==> config.mk <==
export PLATFORM = sky130hd
export DESIGN_NAME = ram_rmw_engine
export DESIGN_NICKNAME = d
export VERILOG_FILES = /design/src/rtl/ram_rmw_engine_pkg.sv /design/src/rtl/ram_rmw_engine_alu.sv /design/src/rtl/ram_rmw_engine.sv
export SDC_FILE = /design/constraint.sdc
export NUM_CORES = 1
export LEC_CHECK = 0
export CAP_MARGIN = 20
export CORE_MARGIN = 8
export CORE_UTILIZATION = 45
export DETAILED_ROUTE_END_ITERATION = 8
export DONT_BUFFER_PORTS = 1
export GPL_TIMING_DRIVEN = 0
export HOLD_SLACK_MARGIN = 0.15
export PLACE_DENSITY = 0.62
export SLEW_MARGIN = 20
export SYNTH_ARGS = -nofsm -noshare
export SYNTH_HDL_FRONTEND = slang
export SYNTH_SLANG_ARGS = --single-unit
==> constraint.sdc <==
create_clock -name clk -period 8.3 [get_ports clk]
set_clock_uncertainty 0.1 [all_clocks]
set_input_delay 2.49 -clock clk [delete_from_list [all_inputs] [get_ports clk]]
set_output_delay 2.49 -clock clk [all_outputs]
set_load 0.02 [all_outputs]
==> src/rtl/ram_rmw_engine_pkg.sv <==
// ram_rmw_engine_pkg
// Shared definitions for the read-modify-write engine: the request opcode
// encoding seen on req_op and the two-state control FSM encoding.
// No ports; imported by ram_rmw_engine and rmw_alu.

package ram_rmw_engine_pkg;

    // Opcode carried on req_op. READ is a pure fetch and never writes back.
    typedef enum logic [1:0] {
        RMW_OP_ADD  = 2'd0,
        RMW_OP_SUB  = 2'd1,
        RMW_OP_SET  = 2'd2,
        RMW_OP_READ = 2'd3
    } rmw_op_e;

    // INIT zeroes the RAM after reset; RUN serves requests.
    typedef enum logic {
        RMW_ST_INIT = 1'b0,
        RMW_ST_RUN  = 1'b1
    } rmw_state_e;

endpackage

==> src/rtl/ram_rmw_engine_alu.sv <==
// rmw_alu
// Purely combinational update function of the engine: given the opcode, the
// current entry value and the request operand, produce the value to store.
// Optional macro RMW_SATURATE_EN: ADD clamps to all-ones on unsigned
// overflow and SUB clamps to zero on underflow; otherwise both wrap.
// Ports:
//   op_i    opcode (rmw_op_e encoding)
//   old_i   entry value before the operation
//   data_i  operand (delta or value to set)
//   new_o   entry value after the operation

module rmw_alu
    import ram_rmw_engine_pkg::*;
#(
    parameter int DATA_WIDTH = 32
) (
    input  logic [1:0]            op_i,
    input  logic [DATA_WIDTH-1:0] old_i,
    input  logic [DATA_WIDTH-1:0] data_i,
    output logic [DATA_WIDTH-1:0] new_o
);

    logic [DATA_WIDTH-1:0] add_res;
    logic [DATA_WIDTH-1:0] sub_res;

`ifdef RMW_SATURATE_EN
    // One extra bit exposes the carry of the add and the borrow of the subtract.
    logic [DATA_WIDTH:0] add_wide;
    logic [DATA_WIDTH:0] sub_wide;

    assign add_wide = {1'b0, old_i} + {1'b0, data_i};
    assign sub_wide = {1'b0, old_i} - {1'b0, data_i};
    assign add_res  = add_wide[DATA_WIDTH] ? '1 : add_wide[DATA_WIDTH-1:0];
    assign sub_res  = sub_wide[DATA_WIDTH] ? '0 : sub_wide[DATA_WIDTH-1:0];
`else
    assign add_res = old_i + data_i;
    assign sub_res = old_i - data_i;
`endif

    always_comb begin
        new_o = old_i;
        case (rmw_op_e'(op_i))
            RMW_OP_ADD:  new_o = add_res;
            RMW_OP_SUB:  new_o = sub_res;
            RMW_OP_SET:  new_o = data_i;
            RMW_OP_READ: new_o = old_i;
            default:     new_o = old_i;
        endcase
    end

endmodule

==> src/rtl/ram_rmw_engine.sv <==
// ram_rmw_engine
// Initiator-side client owning one read port and one write port of a
// synchronous (1-cycle read latency, read-old-on-collision) RAM. After reset
// it zeroes every entry, then accepts one atomic ADD/SUB/SET/READ per cycle.
// A one-deep write-to-read bypass keeps back-to-back ops to one entry coherent.
// Optional macro RMW_SATURATE_EN (inside rmw_alu): saturating ADD/SUB.
// Ports:
//   clk, rst_n                        clock, async active-low reset
//   init_done                         zeroing sweep finished
//   req_val/req_rdy/req_op/req_addr/req_data   request channel
//   resp_val/resp_addr/resp_old/resp_new       response, 2 cycles after accept
//   ram_r_val/ram_r_addr/ram_r_data            RAM read port
//   ram_w_val/ram_w_addr/ram_w_data            RAM write port

module ram_rmw_engine
    import ram_rmw_engine_pkg::*;
#(
    parameter int RAM_DEPTH      = 128,
    parameter int RAM_ADDR_WIDTH = 7,
    parameter int RAM_DATA_WIDTH = 32
) (
    input  logic                      clk,
    input  logic                      rst_n,
    output logic                      init_done,
    input  logic                      req_val,
    output logic                      req_rdy,
    input  logic [1:0]                req_op,
    input  logic [RAM_ADDR_WIDTH-1:0] req_addr,
    input  logic [RAM_DATA_WIDTH-1:0] req_data,
    output logic                      resp_val,
    output logic [RAM_ADDR_WIDTH-1:0] resp_addr,
    output logic [RAM_DATA_WIDTH-1:0] resp_old,
    output logic [RAM_DATA_WIDTH-1:0] resp_new,
    output logic                      ram_r_val,
    output logic [RAM_ADDR_WIDTH-1:0] ram_r_addr,
    input  logic [RAM_DATA_WIDTH-1:0] ram_r_data,
    output logic                      ram_w_val,
    output logic [RAM_ADDR_WIDTH-1:0] ram_w_addr,
    output logic [RAM_DATA_WIDTH-1:0] ram_w_data
);

    localparam logic [RAM_ADDR_WIDTH-1:0] LAST_ADDR = RAM_ADDR_WIDTH'(RAM_DEPTH - 1);

    rmw_state_e                state_q, state_d;
    logic [RAM_ADDR_WIDTH-1:0] sweep_q, sweep_d;

    logic                      s1_val_q;
    rmw_op_e                   s1_op_q;
    logic [RAM_ADDR_WIDTH-1:0] s1_addr_q;
    logic [RAM_DATA_WIDTH-1:0] s1_data_q;

    logic                      byp_val_q;
    logic [RAM_ADDR_WIDTH-1:0] byp_addr_q;
    logic [RAM_DATA_WIDTH-1:0] byp_data_q;

    logic                      resp_val_q;
    logic [RAM_ADDR_WIDTH-1:0] resp_addr_q;
    logic [RAM_DATA_WIDTH-1:0] resp_old_q;
    logic [RAM_DATA_WIDTH-1:0] resp_new_q;

    logic                      accept;
    logic                      s1_hit;
    logic                      s1_write;
    logic [RAM_DATA_WIDTH-1:0] s1_old;
    logic [RAM_DATA_WIDTH-1:0] s1_new;

    // Stage 0: the RAM read is launched in the same cycle the request is taken.
    assign accept     = req_val & req_rdy;
    assign ram_r_val  = accept;
    assign ram_r_addr = req_addr;

    // The RAM returns stale data for an entry written in the previous cycle,
    // so that write's value is taken from the bypass register instead.
    assign s1_hit   = byp_val_q && (byp_addr_q == s1_addr_q);
    assign s1_old   = s1_hit ? byp_data_q : ram_r_data;
    assign s1_write = s1_val_q && (s1_op_q != RMW_OP_READ);

    rmw_alu #(
        .DATA_WIDTH (RAM_DATA_WIDTH)
    ) u_alu (
        .op_i   (s1_op_q),
        .old_i  (s1_old),
        .data_i (s1_data_q),
        .new_o  (s1_new)
    );

    // Control FSM and write-port mux. The sweep write is gated by rst_n so the
    // write port stays quiet while reset is held and starts on the first
    // cycle after release.
    always_comb begin
        state_d    = state_q;
        sweep_d    = sweep_q;
        req_rdy    = 1'b0;
        init_done  = 1'b0;
        ram_w_val  = 1'b0;
        ram_w_addr = s1_addr_q;
        ram_w_data = s1_new;
        case (state_q)
            RMW_ST_INIT: begin
                ram_w_val  = rst_n;
                ram_w_addr = sweep_q;
                ram_w_data = '0;
                sweep_d    = sweep_q + RAM_ADDR_WIDTH'(1);
                if (sweep_q == LAST_ADDR) begin
                    state_d = RMW_ST_RUN;
                    sweep_d = '0;
                end
            end
            RMW_ST_RUN: begin
                req_rdy   = 1'b1;
                init_done = 1'b1;
                ram_w_val = s1_write;
            end
            default: state_d = RMW_ST_INIT;
        endcase
    end

    // Pipeline, bypass and response registers. Reset drops any op sitting in
    // stage 1, so it produces neither a write nor a response.
    always_ff @(posedge clk or negedge rst_n) begin
        if (!rst_n) begin
            state_q     <= RMW_ST_INIT;
            sweep_q     <= '0;
            s1_val_q    <= 1'b0;
            s1_op_q     <= RMW_OP_READ;
            s1_addr_q   <= '0;
            s1_data_q   <= '0;
            byp_val_q   <= 1'b0;
            byp_addr_q  <= '0;
            byp_data_q  <= '0;
            resp_val_q  <= 1'b0;
            resp_addr_q <= '0;
            resp_old_q  <= '0;
            resp_new_q  <= '0;
        end else begin
            state_q    <= state_d;
            sweep_q    <= sweep_d;
            s1_val_q   <= accept;
            if (accept) begin
                s1_op_q   <= rmw_op_e'(req_op);
                s1_addr_q <= req_addr;
                s1_data_q <= req_data;
            end
            byp_val_q  <= s1_write;
            byp_addr_q <= s1_addr_q;
            byp_data_q <= s1_new;
            resp_val_q <= s1_val_q;
            if (s1_val_q) begin
                resp_addr_q <= s1_addr_q;
                resp_old_q  <= s1_old;
                resp_new_q  <= s1_new;
            end
        end
    end

    assign resp_val  = resp_val_q;
    assign resp_addr = resp_addr_q;
    assign resp_old  = resp_old_q;
    assign resp_new  = resp_new_q;

endmodule

==> out/qor.yml <==
sta:
  fin_ws_ps: 142
  finalHoldViolCount: 0
  layout_worst_path_cycle_share_pct: 98.3
  max_slew_margin_pct: 26.3
  drv_slew: 0
  finalSetupViolCount: 0
  rsz0062_at_grt: "true"
  fin_crit_ps: 8160
  fmax_mhz: 123
  worst_slew_pin_slew_ps: 1110
detailed_routing:
  final_antenna_net_count: 0
  drt_first_pass_iters: 5
  post-route-drc-count: 0
  avgViaCountPerCell: 5.84
  drt_wl_total_mm: 31.0
  first_iter_violations: 542
  via_count: 7828
  wl_per_cell_um: 23.1
clocking:
  cts_sinks: 162
  cts_buffer_depth: 2
  ctsRootBufferMaster: "clkbuf_16"
  cts_tree: "yes"
  htreeDepth: 4
  clk_pin_slew_ps: 70
  numCtsBuffers: 17
  postCtsHoldBufs: 0
  worstSkewPairLatency_ps: 440
power:
  powerDensity_nw_per_um2: 157
  power.leakage_nw: 4.94
  vdd_ir_drop_max_uv: 126
  power_mw: 1.70
grt:
  grt_pass1_wl_mm: 46.4
  grt-ovfl-total: 0
  grt_max_degree: 164
  grt.total_usage_pct: 23.3
  grt_pass1_vias: 7614
  antenna_found_initial: 3
placed_design:
  place.gp.congestion: 0.909
  port_buffers: 0
  hpwl_mm: 22.8
  place_ws_ps: -1030
synthesis:
  synth_top_flop_cell: "dfrtp_1"
  synth_edf_count: 0
  avgSynthCellArea_um2: 9.28
  ys_warn_count: 0
  synthDistinctLibCells: 65
  syn_area_um2: 9530
  postSynthCellCount: 1027
  syn_nets: 1138
  synth-seq-cells: 162
  async_reset_ff_share_pct: 100
  ys_seq_area_share_pct: 42.6
floorplan:
  die_w_um: 162
  io_pins: 198
  die_y_um: 162
  initial_core_util_pct: 45.6
  die_area_um2: 26100
  core_um2: 20900
  rows: 53
layout:
  nNetsFinal: 1163
  layout_commonest_cell: "dfrtp_1"
  area_delta_synth_final_pct: 13.1
  drive_gt1_share_pct: 16.3
  mostFrequentLayoutCells: "dfrtp_1, nor2_1, a21oi_1, mux2_2, inv_1"
  nFillCells: 1927
setup_path:
  r2r_slack_ps: 3090
  critical_path_class: "input port to output pin"
  crit_path_end_kind: "output pin"
  critPathLaunchType: "input port"
  cp.required_ps: 5710
  arrival_ps: 5570
  crit_fanout: 5
min_path:
  min_path_type: "flip-flop to flip-flop"
flow_run:
  maxCapViolCount: 0
status:
  status: "completed"
cells by family (layout without fill, tap and decap cells):
group | count (synthesis) | in the layout | synth area share (%)
AND/OR/NAND/NOR | 309 | 309 | 15.4
adder cells (fa/ha/maj) | 35 | 35 | 4.67
AO/OA/AOI/OAI | 237 | 237 | 14.8
XOR/XNOR | 57 | 57 | 5.24
buffers and inverters | 120 | 158 | 5.07
multiplexers | 107 | 107 | 12.3
other | 0 | 1 | 0
flip-flops | 162 | 162 | 42.6
registers in the layout, indices dropped and copies added (netlist names), 2 cells and up:
name        cells
sweep_q         7
byp_addr_q      7
byp_data_q     32
s1_data_q      32
s1_addr_q       7
resp_new       32
s1_op_q         2
resp_old       32
resp_addr       7
power breakdown:
group	total, mW	internal [mW]	leakage [nW]	switching, mW
sequential	0.791	0.790	1.95	0.00169
combinational	0.0647	0.0229	2.69	0.0418
clock	0.839	0.460	0.302	0.379
stage by stage:
step | instance area (um^2) | hold slack (ps) | instances | TNS [ps] | util [%]
final | 10800 | 282 | 1341 | 0 | 51.6
after detailed placement | 9870 | 265 | 1302 | -5350 | 47.3
after CTS | 10600 | 281 | 1334 | 0 | 50.7
after global routing | 10800 | 301 | 1341 | -33.2 | 51.6
after global placement | 9870 | 262 | 1302 | -5330 | 47.3
after floorplan | 9530 | 252 | 1027 | 0 | -
final cells by class:
| class | instances | area, um^2 | share of cell area (%) |
|---|---|---|---|
| multi-input cells | 745 | 5220 | 48.4 |
| flip-flops and latches | 162 | 4060 | 37.7 |
| clock buffers | 17 | 425 | 3.95 |
| well taps | 275 | 344 | 3.19 |
| plain buffers | 57 | 256 | 2.38 |
| inverters | 63 | 236 | 2.19 |
| clock inverters | 15 | 191 | 1.78 |
| repair buffers | 6 | 45.0 | 0.418 |
| diodes | 1 | 2.50 | 0.0232 |
repair_timing:
| action | 4_1_cts | 5_1_grt |
|---|---|---|
| endpoints found under the setup margin | 22 | 18 |
| pin swaps | 1 | 8 |
| gates resized for setup | 23 | 34 |
| setup buffers | 0 | 6 |
synth_stat cells (6+ instances only):
cell | n | area, um^2
nor3b_1 | 6 | 45.0
mux2_2 | 67 | 754
inv_1 | 62 | 233
mux2i_1 | 39 | 390
nand4_1 | 10 | 62.6
ha_1 | 34 | 425
dfrtp_1 | 160 | 4000
nor2b_1 | 10 | 62.6
a21o_1 | 12 | 90.1
nand2_1 | 62 | 233
a211oi_1 | 6 | 45.0
clkbuf_1 | 41 | 154
xnor2_1 | 32 | 280
nor3_1 | 17 | 85.1
a31oi_1 | 9 | 56.3
o211ai_1 | 15 | 113
and2_1 | 13 | 81.3
buf_4 | 8 | 60.1
buf_1 | 6 | 22.5
a21oi_1 | 114 | 571
nand2b_1 | 6 | 37.5
o31ai_1 | 9 | 67.6
xor2_1 | 25 | 219
o21ai_0 | 42 | 210
nand3_1 | 16 | 80.1
nor2_1 | 134 | 503
critical path, stage by stage:
cell,delay [ps]
mux2i_2,280
inv_1,90
ha_1,290
nand2b_1,80
a211oi_2,290
o2111ai_2,230
o31ai_4,440
a31oi_4,190
o21ai_4,300
mux2i_2,280
nand4_1,210
nor3_4,370
worst paths after layout:
kind,cells past startpoint,start,to
worst max-delay path,12,ram_r_data[1],ram_w_data[31]
worst min register to register,0,s1_val_q,resp_val
worst max register to register,18,s1_data_q[12],resp_new[31]
worst min-delay path,0,s1_val_q,resp_val
max in group asynchronous,0,rst_n,s1_op_q[0]
min in group asynchronous,0,rst_n,resp_new[12]
routing by layer:
layer | track usage (%) | vias up | routed length [um]
met1 | 28.6 | 3810 | 12500
li1 | - | 3630 | -
met5 | 0 | - | 23
met4 | 9.93 | 4 | 1170
met3 | 6.80 | 67 | 2570
met2 | 37.7 | 317 | 14700
Note: power is estimated with default switching activity, not from simulation.
